==> config.mk <==
export PLATFORM = sky130hd
export DESIGN_NAME = cam_sccb_config
export DESIGN_NICKNAME = d
export VERILOG_FILES = /design/src/rtl/cam_sccb_config.sv
export SDC_FILE = /design/constraint.sdc
export NUM_CORES = 1
export LEC_CHECK = 0
export ABC_AREA = 1
export CORE_MARGIN = 2
export CORE_UTILIZATION = 39
export CTS_CLUSTER_SIZE = 16
export DETAILED_ROUTE_END_ITERATION = 7
export PLACE_DENSITY_LB_ADDON = 0.1
export SLEW_MARGIN = 20
export SYNTH_ARGS = -nofsm -noshare
export SYNTH_HDL_FRONTEND = slang
export SYNTH_SLANG_ARGS = --single-unit
==> constraint.sdc <==
create_clock -name clk_25 -period 1.6 [get_ports clk_25]
set_clock_uncertainty 0.1 [all_clocks]
set_input_delay 0.32 -clock clk_25 [delete_from_list [all_inputs] [get_ports clk_25]]
set_output_delay 0.32 -clock clk_25 [all_outputs]
set_load 0.01 [all_outputs]
==> src/rtl/cam_sccb_config.sv <==
// Power-up SCCB configuration sequencer: walks a {reg_addr, value} table and issues
// 3-phase writes (device, register, value) to the camera sensor, then raises cfg_done.
module cam_sccb_config #(
    parameter int unsigned CLK_HZ   = 32'd25000000,
    parameter int unsigned SCCB_HZ  = 32'd100000,
    parameter logic [7:0]  DEV_ADDR = 8'h42,
    parameter int unsigned PWR_WAIT = 32'd250000,
    parameter int unsigned DLY_WAIT = 32'd250000,
    parameter int unsigned TABLE_AW = 32'd8
) (
    input  logic                clk_25,
    input  logic                reset_n,
    input  logic                start,
    output logic [TABLE_AW-1:0] table_addr,
    input  logic [15:0]         table_data,
    output logic                sioc,
    output logic                siod_oe,
    output logic                busy,
    output logic                cfg_done
);
    localparam int unsigned Q    = CLK_HZ / (32'd4 * SCCB_HZ);
    localparam int unsigned QW   = (Q > 32'd1) ? $clog2(Q) : 32'd1;
    localparam int unsigned WMAX = (PWR_WAIT > DLY_WAIT) ? PWR_WAIT : DLY_WAIT;
    localparam int unsigned WW   = (WMAX > 32'd1) ? $clog2(WMAX) : 32'd1;

    localparam logic [QW-1:0]       Q_LAST    = QW'(Q - 32'd1);
    localparam logic [WW-1:0]       PWR_LAST  = WW'(PWR_WAIT - 32'd1);
    localparam logic [WW-1:0]       DLY_LAST  = WW'(DLY_WAIT - 32'd1);
    localparam logic [TABLE_AW-1:0] ADDR_LAST = {TABLE_AW{1'b1}};

    typedef enum logic [3:0] {
        S_IDLE  = 4'd0,
        S_PWR   = 4'd1,
        S_FETCH = 4'd2,
        S_DELAY = 4'd3,
        S_START = 4'd4,
        S_BITS  = 4'd5,
        S_STOP  = 4'd6,
        S_GAP   = 4'd7,
        S_DONE  = 4'd8
    } state_t;

    state_t              state_q, state_d;
    logic [QW-1:0]       q_cnt_q, q_cnt_d;
    logic [6:0]          qn_q, qn_d;
    logic [WW-1:0]       wcnt_q, wcnt_d;
    logic [3:0]          bit_q, bit_d;
    logic [23:0]         sh_q, sh_d;
    logic [TABLE_AW-1:0] addr_q, addr_d;
    logic                busy_q, busy_d;
    logic                done_q, done_d;
    logic                sioc_q, sioc_d;
    logic                oe_q, oe_d;
    logic                q_tick;
    logic                last_entry;

    // State and output registers; reset aborts any transfer with the bus released.
    always_ff @(posedge clk_25 or negedge reset_n) begin
        if (!reset_n) begin
            state_q <= S_IDLE;
            q_cnt_q <= {QW{1'b0}};
            qn_q    <= 7'd0;
            wcnt_q  <= {WW{1'b0}};
            bit_q   <= 4'd0;
            sh_q    <= 24'd0;
            addr_q  <= {TABLE_AW{1'b0}};
            busy_q  <= 1'b0;
            done_q  <= 1'b0;
            sioc_q  <= 1'b1;
            oe_q    <= 1'b0;
        end else begin
            state_q <= state_d;
            q_cnt_q <= q_cnt_d;
            qn_q    <= qn_d;
            wcnt_q  <= wcnt_d;
            bit_q   <= bit_d;
            sh_q    <= sh_d;
            addr_q  <= addr_d;
            busy_q  <= busy_d;
            done_q  <= done_d;
            sioc_q  <= sioc_d;
            oe_q    <= oe_d;
        end
    end

    // Sequencer next state; bus levels are computed for the current quarter and registered.
    always_comb begin
        state_d    = state_q;
        q_cnt_d    = q_cnt_q;
        qn_d       = qn_q;
        wcnt_d     = wcnt_q;
        bit_d      = bit_q;
        sh_d       = sh_q;
        addr_d     = addr_q;
        busy_d     = busy_q;
        done_d     = done_q;
        sioc_d     = 1'b1;
        oe_d       = 1'b0;
        q_tick     = (q_cnt_q == Q_LAST);
        last_entry = (addr_q == ADDR_LAST);

        case (state_q)
            S_IDLE, S_DONE: begin
                if (start) begin
                    state_d = S_PWR;
                    addr_d  = {TABLE_AW{1'b0}};
                    busy_d  = 1'b1;
                    done_d  = 1'b0;
                    wcnt_d  = {WW{1'b0}};
                end else begin
                    state_d = state_q;
                end
            end
            S_PWR: begin
                if (wcnt_q == PWR_LAST) begin
                    state_d = S_FETCH;
                end else begin
                    wcnt_d = wcnt_q + {{(WW-1){1'b0}}, 1'b1};
                end
            end
            S_FETCH: begin
                if (table_data == 16'hFFFF) begin
                    state_d = S_DONE;
                    busy_d  = 1'b0;
                    done_d  = 1'b1;
                end else if (table_data == 16'hFFF0) begin
                    state_d = S_DELAY;
                    wcnt_d  = {WW{1'b0}};
                end else begin
                    state_d = S_START;
                    sh_d    = {DEV_ADDR, table_data};
                    q_cnt_d = {QW{1'b0}};
                    qn_d    = 7'd0;
                    bit_d   = 4'd0;
                end
            end
            S_DELAY: begin
                if (wcnt_q != DLY_LAST) begin
                    wcnt_d = wcnt_q + {{(WW-1){1'b0}}, 1'b1};
                end else if (last_entry) begin
                    state_d = S_DONE;
                    busy_d  = 1'b0;
                    done_d  = 1'b1;
                end else begin
                    state_d = S_FETCH;
                    addr_d  = addr_q + {{(TABLE_AW-1){1'b0}}, 1'b1};
                end
            end
            S_START: begin
                sioc_d  = ~qn_q[0];
                oe_d    = 1'b1;
                q_cnt_d = q_tick ? {QW{1'b0}} : q_cnt_q + {{(QW-1){1'b0}}, 1'b1};
                if (q_tick && qn_q[0]) begin
                    state_d = S_BITS;
                    qn_d    = 7'd0;
                end else if (q_tick) begin
                    qn_d = qn_q + 7'd1;
                end else begin
                    qn_d = qn_q;
                end
            end
            S_BITS: begin
                // Data moves only in the second quarter of a slot; the 9th slot releases SIOD.
                sioc_d  = qn_q[1];
                q_cnt_d = q_tick ? {QW{1'b0}} : q_cnt_q + {{(QW-1){1'b0}}, 1'b1};
                if (qn_q[1:0] == 2'd1) begin
                    oe_d = (bit_q == 4'd8) ? 1'b0 : ~sh_q[23];
                end else begin
                    oe_d = oe_q;
                end
                if (q_tick && (qn_q[1:0] == 2'd3)) begin
                    if (bit_q == 4'd8) begin
                        bit_d = 4'd0;
                    end else begin
                        bit_d = bit_q + 4'd1;
                        sh_d  = {sh_q[22:0], 1'b0};
                    end
                end else begin
                    bit_d = bit_q;
                end
                if (q_tick && (qn_q == 7'd107)) begin
                    state_d = S_STOP;
                    qn_d    = 7'd0;
                end else if (q_tick) begin
                    qn_d = qn_q + 7'd1;
                end else begin
                    qn_d = qn_q;
                end
            end
            S_STOP: begin
                sioc_d  = qn_q[0];
                oe_d    = 1'b1;
                q_cnt_d = q_tick ? {QW{1'b0}} : q_cnt_q + {{(QW-1){1'b0}}, 1'b1};
                if (q_tick && qn_q[0]) begin
                    state_d = S_GAP;
                    qn_d    = 7'd0;
                end else if (q_tick) begin
                    qn_d = qn_q + 7'd1;
                end else begin
                    qn_d = qn_q;
                end
            end
            S_GAP: begin
                q_cnt_d = q_tick ? {QW{1'b0}} : q_cnt_q + {{(QW-1){1'b0}}, 1'b1};
                if (q_tick && (qn_q == 7'd3)) begin
                    qn_d = 7'd0;
                    if (last_entry) begin
                        state_d = S_DONE;
                        busy_d  = 1'b0;
                        done_d  = 1'b1;
                    end else begin
                        state_d = S_FETCH;
                        addr_d  = addr_q + {{(TABLE_AW-1){1'b0}}, 1'b1};
                    end
                end else if (q_tick) begin
                    qn_d = qn_q + 7'd1;
                end else begin
                    qn_d = qn_q;
                end
            end
            default: begin
                state_d = S_IDLE;
                busy_d  = 1'b0;
                done_d  = 1'b0;
            end
        endcase
    end

    assign table_addr = addr_q;
    assign sioc       = sioc_q;
    assign siod_oe    = oe_q;
    assign busy       = busy_q;
    assign cfg_done   = done_q;

endmodule

==> results of run 1 <==
==> layout make-up <==
| cell class | instances | share of cell area |
|---|---|---|
| flip-flops and latches | 75 | 0.2617 |
| inverters | 50 | 0.02852 |
| multi-input cells | 483 | 0.4257 |
| clock buffers | 11 | 0.03373 |
| well taps | 143 | 0.02487 |
| repair buffers | 174 | 0.2137 |
| clock inverters | 5 | 0.01182 |
==> routing by layer <==
metal / routed length [µm] / part of all wire
met4: 290 / 0.021
met2: 6705 / 0.49
met1: 6121 / 0.45
met5: 0 / 0
met3: 443 / 0.033
==> path summary, 6_finish.rpt <==
kind                               start             to  depth (start not counted)
min                              reset_n  table_addr[4]                          2
max in group asynchronous        reset_n     wcnt_q[13]                          3
min in group clk_25        table_data[0]        sh_q[0]                          3
max reg2reg                   q_cnt_q[1]     state_q[1]                         13
min reg2reg                         busy           busy                          2
max                           q_cnt_q[1]     state_q[1]                         13
==> stage by stage <==
stage	setup WS (ns)	hold slack, ns	TNS (ns)
floorplan	-0.1680	-0.07559	-4.193
global placement	-0.5061	0.1391	-31.73
detailed placement	-0.5902	0.1433	-34.23
CTS	-0.2093	0.3081	-7.684
global route	-0.3578	0.3339	-16.75
finish	-0.2493	0.3098	-9.840
==> cells in the mapped netlist <==
library cell | instances | area share
mux2i_1 | 15 | 0.033
o21ai_2 | 12 | 0.023
nor3_1 | 2 | 0.0022
buf_4 | 3 | 0.0049
nor4_1 | 1 | 0.0014
nand4_1 | 23 | 0.031
nor3b_1 | 1 | 0.0016
or2_2 | 4 | 0.0054
ha_1 | 8 | 0.022
and2b_1 | 1 | 0.0016
dfstp_2 | 1 | 0.0057
buf_6 | 5 | 0.012
nor2_4 | 3 | 0.0073
xnor2_1 | 3 | 0.0057
nand3_1 | 66 | 0.072
xor2_1 | 8 | 0.015
clkbuf_1 | 3 | 0.0024
nand3_2 | 3 | 0.0065
dfrtp_1 | 74 | 0.40
nand3b_1 | 2 | 0.0033
nand2_2 | 5 | 0.0068
o21ai_1 | 23 | 0.025
o221ai_1 | 1 | 0.0019
o21ai_0 | 26 | 0.028
buf_1 | 1 | 0.00081
a21oi_1 | 8 | 0.0087
buf_2 | 3 | 0.0033
nand2_1 | 195 | 0.16
inv_1 | 49 | 0.040
nand3_4 | 1 | 0.0038
nand2_4 | 1 | 0.0024
clkbuf_2 | 1 | 0.0011
o31ai_1 | 1 | 0.0016
nor2_2 | 6 | 0.0081
o21bai_1 | 2 | 0.0033
nor2_1 | 59 | 0.048
o22ai_1 | 1 | 0.0014
inv_2 | 1 | 0.00081
==> kinds of logic after synthesis <==
group                    Yosys count  share of synthesized area
multiplexers                      15                    0.03254
buffers and inverters             66                    0.06534
AO/OA/AOI/OAI                     74                    0.09273
adder cells (fa/ha/maj)            8                    0.02169
flip-flops                        75                     0.4070
AND/OR/NAND/NOR                  373                     0.3598
XOR/XNOR                          11                    0.02088
==> timing repair <==
action / CTS / global route
hold endpoints to repair: 18 / 0
pin swaps: 30 / 26
hold buffers: 1 / 0
endpoints found under the setup margin: 86 / 76
cloned: 5 / 1
gates resized for setup: 152 / 68
setup buffers: 21 / 12
==> power groups by stage <==
stage / Clock, W / Sequential, W / Combinational, W
3_5_place_dp: 0 / 0.00193 / 0.000142
4_1_cts: 0.00232 / 0.00190 / 0.000135
2_1_floorplan: 0 / 0.00193 / 0.0000187
6_report: 0.00228 / 0.00190 / 0.000131
5_1_grt: 0.00240 / 0.00189 / 0.000149
3_3_place_gp: 0 / 0.00193 / 0.000140
==> flip-flops by register name (all words and copies together) (netlist names), 4 cells and up <==
signal	flops
bit_q	4
q_cnt_q	6
qn_q	7
sh_q	24
state_q	4
table_addr	8
wcnt_q	18
==> metrics.md, run 1 <==
| Metric | Value |
|---|---|
| Die area | `12720 µm²` |
| First-pass GRT wire length | `about 23000 µm` |
| Flop pwr share | `0.440` |
| GP Congestion | `about 0.84` |
| Fin. Hold Viols | `0` |
| Core Util, Final | `0.6275` |
| Worst path most repeated cell | `nand2_4` |
| Combinational power share | `0.031` |
| Met3 GRT Util | `0.03160` |
| Rows | `39` |
| Placed Area | `between 5000 and 6000 µm²` |
| CP max FO | `4` |
| Clock power frac | `0.529` |
| CP max stage delay | `0.39 ns` |
| CTS Buf Count | `9` |
| Port bufs | `30` |
| Vias | `slightly below 5000` |
| Clk root buf | `clkbuf_16` |
| R2r setup slk | `-0.25 ns` |
| Req. time, crit path | `approximately 1.7 ns` |
| Initial antenna violation count | `0` |
| Syn_nets | `~650` |
| Area grow syn2layout | `55.94%` |
| Longest Clk Path Bufs | `2` |
| DRC violation count after routing | `0` |
| Register Area | `roughly 1900 µm²` |
| Most used routing layer | `met2` |
| Vias in the first global route | `4786` |
| Starting Density | `0.4024` |
| FMAX | `~540 MHz` |
| Failing checks | `negative setup slack` |
| Syn Inst Count | `between 600 and 700` |
| DP Cell Count | `888` |
| Rel. slew slack | `0.7128` |
| Fillers | `1006` |
| Io pins | `31` |
| RSZ-0062 raised after global routing | `yes` |
| CP Capture Type | `register` |
| Iter 0 DRT Violations | `247` |
| Yosys Warn Count | `0` |
| Status | `finished, violations left` |
| Vias per cell | `5.150` |
| Slew Viols, Final | `0` |
| Leakage | `between 3 and 4 nW` |
| Largest net degree at the start of global routing | `35` |
| NetSw | `about 0.00093 W` |
| Int Pwr | `0.003372 W` |
| Crit-path leading delay family | `simple AND/OR/NAND/NOR gates` |
| CTS tree | `built` |
| Sequential share of the synthesized area | `0.4070` |
| Die width | `about 110 µm` |
| GR Layer Usage met2 | `0.3693` |
| CTS sink cnt | `75` |
| Power per cell area | `about 600 nW/µm²` |
| Diodes inserted | `0` |
| H-tree Lvls | `3` |
| Cell Count, Final, Fillers Out | `941` |
| Setup WS post-layout | `-0.2493 ns` |
| Core box area | `roughly 11000 µm²` |
| Met1 Usage GRT | `0.2853` |
| FF+latch count, synth | `75` |
| Final nets | `820` |
| Clk_lat worst skew | `between 0.3 and 0.4 ns` |
| GRT Residual Overflow | `0` |
| Final period util | `1.156` |
| Maxcap violations | `0` |
| Critical path class | `reg -> reg` |
| Worst-Margin Slew | `around 0.43 ns` |
| Area of the mapped netlist | `4614 µm²` |
| Layout cells sized above 1 | `0.3960` |
| Final HPWL DP | `around 9000 µm` |
| Final wirelength | `13560 µm` |
| Most frequent cells in the layout | `142 x nand2_1, 122 x buf_4, 70 x dfrtp_1` |
| First-pass DRT Iterations | `4` |
| CP Buf/Inv Count | `4` |
| Yosys cell types | `38` |
| Antenna Nets Post-Route | `0` |
| Clk pin slew, worst setup/hold paths | `~0.06 ns` |
| Worst hold path class | `in -> async` |
| Routed len/inst | `between 10 and 15 µm` |
| Final setup vio count | `64` |
| Die Y | `about 110 µm` |
| Fin area | `around 7000 µm²` |
| Final min period | `1.849 ns` |
| CP Cell Sequence | `inv_2 > ha_4 > nand3_4 > nor2_4 > buf_6 > buf_6 > nand2_4 > nand2_4 > nand3_4 > inv_4 > nand2_4 > nand2_2 > nand2_1` |
| Worst VDD drop | `between 0.4 and 0.5 mV` |
| Slowest stage cell, crit path | `dfrtp_1` |
| Mean Syn Cell Area | `roughly 7.4 µm²` |
| Power Total | `0.004306 W` |
| CP arrival | `between 1.5 and 2 ns` |
| GRT Overall Usage | `0.2190` |
| Multi-input logic area | `~3100 µm²` |
| Critical Path Source Type | `register` |
| Switching share of total power | `0.2169` |
| Commonest non-fill, non-tap cell in the layout | `nand2_1` |
(Power assumes the default switching activity.)
==> run 2: changes to the inputs <==
- CTS_CLUSTER_DIAMETER: unset -> 30
==> results of run 2 <==
Final layout, timing and power as in run 1 (identical DEF).
==> run 3: changes to the inputs <==
- SKIP_LAST_GASP: unset -> 1
==> metrics.md, run 3 (same netlist as run 1, synthesis figures left out) <==
| Metric | Value |
|---|---|
| Status | `finished, violations left (unchanged)` |
| Failing checks | `negative setup slack (unchanged)` |
| Die area | `12720 µm² (unchanged)` |
| Slew Viols, Final | `0 (unchanged)` |
| Combinational power share | `0.031 (about the same)` |
| Clk_lat worst skew | `0.35 ns (about the same)` |
| CP Capture Type | `register (unchanged)` |
| Fin area | `7181 µm² (was 7196 µm²)` |
| Final nets | `822 (was 820)` |
| Core Util, Final | `0.6262 (was 0.6275)` |
| FMAX | `542.0 MHz (was 540.7 MHz)` |
| Total negative setup slack | `-9.697 ns (was -9.840 ns)` |
| NetSw | `0.0009374 W (was 0.0009339 W)` |
| CTS tree | `built (unchanged)` |
| GP Congestion | `0.8436 (unchanged)` |
| Vias | `4830 (was 4846)` |
| Placed Area | `5909 µm² (unchanged)` |
| RSZ-0062 raised after global routing | `yes (unchanged)` |
| Clk pin slew, worst setup/hold paths | `0.06 ns (about the same)` |
| CTS Buf Count | `9 (unchanged)` |
| Core box area | `11470 µm² (unchanged)` |
| Worst-case reg-to-reg path depth | `13 (unchanged)` |
| Maxcap violations | `0 (unchanged)` |
| CTS sink cnt | `75 (unchanged)` |
| Final min period | `1.845 ns (was 1.849 ns)` |
| Antenna Nets Post-Route | `0 (unchanged)` |
| CP max FO | `4 (unchanged)` |
| Commonest non-fill, non-tap cell in the layout | `nand2_1 (unchanged)` |
| Setup WS post-layout | `-0.2449 ns (was -0.2493 ns)` |
| Rows | `39 (unchanged)` |
| Worst-Margin Slew | `0.4275 ns (about the same)` |
| Final setup vio count | `66 (was 64)` |
| Largest net degree at the start of global routing | `35 (unchanged)` |
| Layout cells sized above 1 | `0.3863 (was 0.3960)` |
| Max reg flops | `24 (unchanged)` |
| Leakage | `3.510 nW (was 3.505 nW)` |
| Port bufs | `30 (unchanged)` |
| First-pass GRT wire length | `22550 µm (was 22580 µm)` |
| H-tree Lvls | `3 (unchanged)` |
| Die width | `112.8 µm (unchanged)` |
| Flop pwr share | `0.440 (about the same)` |
| Area grow syn2layout | `55.61% (was 55.94%)` |
| Critical path class | `reg -> reg (unchanged)` |
| Final wirelength | `13690 µm (was 13560 µm)` |
| Int Pwr | `0.003372 W (about the same)` |
| Power per cell area | `600.2 nW/µm² (was 598.4 nW/µm²)` |
| GRT Residual Overflow | `0 (unchanged)` |
| Critical Path Source Type | `register (unchanged)` |
| Io pins | `31 (unchanged)` |
| Diodes inserted | `0 (unchanged)` |
| Vias in the first global route | `4768 (was 4786)` |
| Iter 0 DRT Violations | `227 (was 247)` |
| Setup WS pre-CTS | `-0.5902 ns (unchanged)` |
| Clk root buf | `clkbuf_16 (unchanged)` |
| Switching share of total power | `0.2175 (was 0.2169)` |
| Die Y | `112.8 µm (unchanged)` |
| Clock power frac | `0.529 (about the same)` |
| Req. time, crit path | `1.74 ns (about the same)` |
| DRC violation count after routing | `0 (unchanged)` |
| GRT Overall Usage | `0.2186 (was 0.2190)` |
| Longest Clk Path Bufs | `2 (unchanged)` |
| Rel. slew slack | `0.7128 (about the same)` |
| Vias per cell | `5.122 (was 5.150)` |
| Most frequent cells in the layout | `149 x nand2_1, 124 x buf_4, 70 x dfrtp_1 (was 142 x nand2_1, 122 x buf_4, 70 x dfrtp_1)` |
| Initial antenna violation count | `0 (unchanged)` |
| Final period util | `1.153 (was 1.156)` |
| Fin. Hold Viols | `0 (unchanged)` |
| Worst VDD drop | `0.5023 mV (was 0.4927 mV)` |
| First-pass DRT Iterations | `4 (unchanged)` |
| Starting Density | `0.4024 (unchanged)` |
| Worst hold path class | `in -> async (unchanged)` |
| CP arrival | `1.98 ns (was 1.99 ns)` |
| Largest Register | `sh_q (unchanged)` |
| Routed len/inst | `14.52 µm (was 14.41 µm)` |
| Final HPWL DP | `8887 µm (unchanged)` |
==> run 3: what timing repair did <==
item	4_1_cts	5_1_grt
buffers inserted	21	14
hold buffers	1	0
gates cloned	5	1
resized for setup	144	65
pin swaps	30	27
endpoints found under the hold margin	18	0
endpoints found under the setup margin	86	76
==> run 3: critical path, cell delays in order, from the launching register on <==
cell and delay [ns]:
dfrtp_1 0.39, inv_2 0.08, ha_4 0.13, nand3_4 0.06
nor2_4 0.16, buf_6 0.13, buf_6 0.12, nand2_4 0.06
nand2_4 0.09, nand3_4 0.15, inv_4 0.10, nand2_4 0.06
nand2_1 0.06, nand2_1 0.05
==> run 3: per-stage QoR <==
step                      total power (W)  hold WS [ns]  cells
final                            0.004310        0.3094    943
after global routing             0.004449        0.3339    943
after CTS                        0.004354        0.3081    931
after detailed placement         0.002073        0.1433    888
after global placement           0.002071        0.1391    888
after floorplan                  0.001951      -0.07559    622
==> run 3: routing by layer <==
layer	global-route usage	wire, µm
met4	0.08293	257
met3	0.03107	427
met5	0	0
met1	0.2857	6157
met2	0.3693	6848
==> run 3: layout make-up <==
| class | count | area (µm²) |
|---|---|---|
| repair buffers | 176 | 1553 |
| fillers | 1007 | 4287 |
| clock inverters | 5 | 85.08 |
| well taps | 143 | 178.9 |
| inverters | 50 | 205.2 |
| clock buffers | 11 | 242.7 |
| multi-input cells | 483 | 3033 |
| flip-flops and latches | 75 | 1883 |
==> run 3: power groups by stage <==
stage | registers (W) | clock network [W] | logic [W]
final | 0.00190 | 0.00228 | 0.000132
after global routing | 0.00189 | 0.00240 | 0.000150
after CTS | 0.00190 | 0.00232 | 0.000135
after detailed placement | 0.00193 | 0 | 0.000142
after global placement | 0.00193 | 0 | 0.000140
after floorplan | 0.00193 | 0 | 0.0000187
==> run 3: final timing paths <==
check                                 to  slack, ns     startpoint
max                           state_q[3]      -0.24     q_cnt_q[1]
min                        table_addr[4]       0.31        reset_n
max reg2reg                   state_q[3]      -0.24     q_cnt_q[1]
min reg2reg                         busy       0.38           busy
max in group asynchronous       sh_q[12]       0.60        reset_n
min in group clk_25              sh_q[0]       0.32  table_data[0]
==> variant (settings of run 3) <==
Make the reset (`reset_n`) synchronous in one clocked block.
--- a/src/rtl/cam_sccb_config.sv
+++ b/src/rtl/cam_sccb_config.sv
@@ -56,5 +56,5 @@
 
     // State and output registers; reset aborts any transfer with the bus released.
-    always_ff @(posedge clk_25 or negedge reset_n) begin
+    always_ff @(posedge clk_25) begin
         if (!reset_n) begin
             state_q <= S_IDLE;
Check against the original RTL: differs if reset_n is asserted again (counterexample within 4 cycles, from zero or initial values and one cycle with reset_n low); with reset_n held inactive, the same outputs for 10 cycles.
==> variant against run 3 <==
The run still ends with negative setup slack left. Wire length decreased by 2.5%. Cell area decreased by 1.6%. Sequential cell count unchanged. Worst setup slack improved by 0.040 ns. Non-clock buffer count increased by 6. Count of clock-buffer cells in the layout unchanged. First-iteration DRC count increased by 9.7%. Highest routed layer unchanged. Hold slack improved by 0.051 ns. Area after synthesis decreased by 2.7%. Critical endpoint is now table_addr[0]. Die area decreased by 2.6%.
Power is not compared: it rests on default switching activity, and its combinational part moved more than twofold at a synthesized area within 25%.
==> variant: results (changes against run 3) <==
Violated checks = negative setup slack (unchanged)
Detailed Place HPWL = 9230 um (was 8890 um)
Number of distinct library cells after synthesis = 36 (was 38)
Count of filler cells inserted in the layout = 1036 (was 1007)
Final WS setup = -0.205 ns (was -0.245 ns)
Adder-cell share of the synthesized area = 0.0223 (was 0.0217)
Nets = 924 (was 822)
Synth cell count leaders = sky130_fd_sc_hd__nand2_1 (212), sky130_fd_sc_hd__nor2_1 (132), sky130_fd_sc_hd__dfxtp_1 (75) (was sky130_fd_sc_hd__nand2_1 (195), sky130_fd_sc_hd__dfrtp_1 (74), sky130_fd_sc_hd__nand3_1 (66))
Proportion of synthesized chip area in sequential cells = 0.334 (was 0.407)
Main synth FF type = sky130_fd_sc_hd__dfxtp_1 (was sky130_fd_sc_hd__dfrtp_1)
Area share of xor/xnor cells in the synthesized design = 0.0273 (was 0.0209)
Multiplexer share of the synthesized area = 0 (was 0.0325)
Total setup violations reported at the end of the flow = 69 (was 66)
Via count normalized by instance count = 4.97 (was 5.12)
Post-synthesis compound-gate area fraction = 0.0908 (was 0.0927)
Wire length of the first global-routing pass = 21900 um (was 22500 um)
Top area cells in the synthesized netlist = sky130_fd_sc_hd__dfxtp_1 (33%), sky130_fd_sc_hd__nand2_1 (18%), sky130_fd_sc_hd__nor2_1 (11%) (was sky130_fd_sc_hd__dfrtp_1 (40%), sky130_fd_sc_hd__nand2_1 (16%), sky130_fd_sc_hd__nand3_1 (7.2%))
Final weighted congestion in routability-driven placement = 0.833 (was 0.844)
All-layer global routing usage = 0.214 (was 0.219)
Async S/R FF share, synth = 0 (was 1.00)
Worst min-delay path class = primary input to flop (was primary input to async pin)
Syn nets = 755 (was 649)
Starting DRC count in detailed routing = 249 (was 227)
Share of layout cells above drive strength 1 = 0.365 (was 0.386)
Result of the run = complete, but fails checks (unchanged)
Maximum fanout along the worst path = 6 (was 4)
Sum of negative setup slack = -8.79 ns (was -9.70 ns)
[variant: final timing paths]
check,end,cells past startpoint,slack [ns],startpoint
min reg2reg,sh_q[0],2,0.36,sh_q[0]
min,sh_q[15],5,0.36,table_data[15]
max,table_addr[0],11,-0.20,q_cnt_q[1]
max reg2reg,table_addr[0],11,-0.20,q_cnt_q[1]
[variant: kinds of logic after synthesis]
family | count (synthesis)
AOI/OAI and AO/OA | 79
xor gates and xnor gates | 14
adders and majority gates | 8
buffers and inverters | 90
DFF | 75
and+or+nand+nor | 462
[variant: stage by stage]
stage	instances	instance area, um^2	setup slack, ns	utilization	total power, W
3_5_place_dp	1000	5910	-0.587	0.522	0.00518
5_1_grt	1045	7060	-0.295	0.624	0.00899
2_1_floorplan	728	4610	-0.0635	-	0.00397
6_report	1045	7060	-0.205	0.624	0.00848
3_3_place_gp	1000	5910	-0.519	0.522	0.00513
4_1_cts	1033	6670	-0.173	0.589	0.00805
[variant: layout make-up]
class	instances	area [um^2]	area share
clock buffers	11	243	0.0344
clock inverters	5	100	0.0142
inverters	65	262	0.0370
multi-input cells	564	3220	0.455
flip-flops and latches	75	1530	0.216
well taps	143	179	0.0253
repair buffers	182	1540	0.218
[variant: power groups by stage]
stage,clock (W),sequential (W),combinational [W]
6_report,0.00238,0.00233,0.00377
5_1_grt,0.00251,0.00236,0.00412
4_1_cts,0.00242,0.00233,0.00330
3_5_place_dp,0,0.00235,0.00283
3_3_place_gp,0,0.00234,0.00279
2_1_floorplan,0,0.00236,0.00160
[variant: what timing repair did]
| action | 4_1_cts | 5_1_grt |
|---|---|---|
| cloned | 5 | 1 |
| endpoints found under the setup margin | 85 | 74 |
| pin swaps | 45 | 43 |
| gates resized for setup | 126 | 90 |
| setup buffers | 12 | 15 |
| hold buffers | 0 | 0 |
[variant: worst max-delay path, stage by stage (launching register included)]
cell and delay, ns:
sky130_fd_sc_hd__dfxtp_2 0.32, sky130_fd_sc_hd__inv_2 0.07, sky130_fd_sc_hd__ha_4 0.13, sky130_fd_sc_hd__nand3_4 0.07, sky130_fd_sc_hd__nor2_4 0.25, sky130_fd_sc_hd__nand3_2 0.15
sky130_fd_sc_hd__nand2_4 0.14, sky130_fd_sc_hd__buf_8 0.14, sky130_fd_sc_hd__nand3_4 0.12, sky130_fd_sc_hd__nand2_1 0.09, sky130_fd_sc_hd__nand2_1 0.06, sky130_fd_sc_hd__nor2_1 0.09
[variant: metal layers]
layer,vias to the layer above,track usage,wire length (um)
met5,-,0,0
met3,18,0.0383,362
met1,2420,0.269,6170
li1,2686,-,-
met2,73,0.367,6600
met4,0,0.0823,216
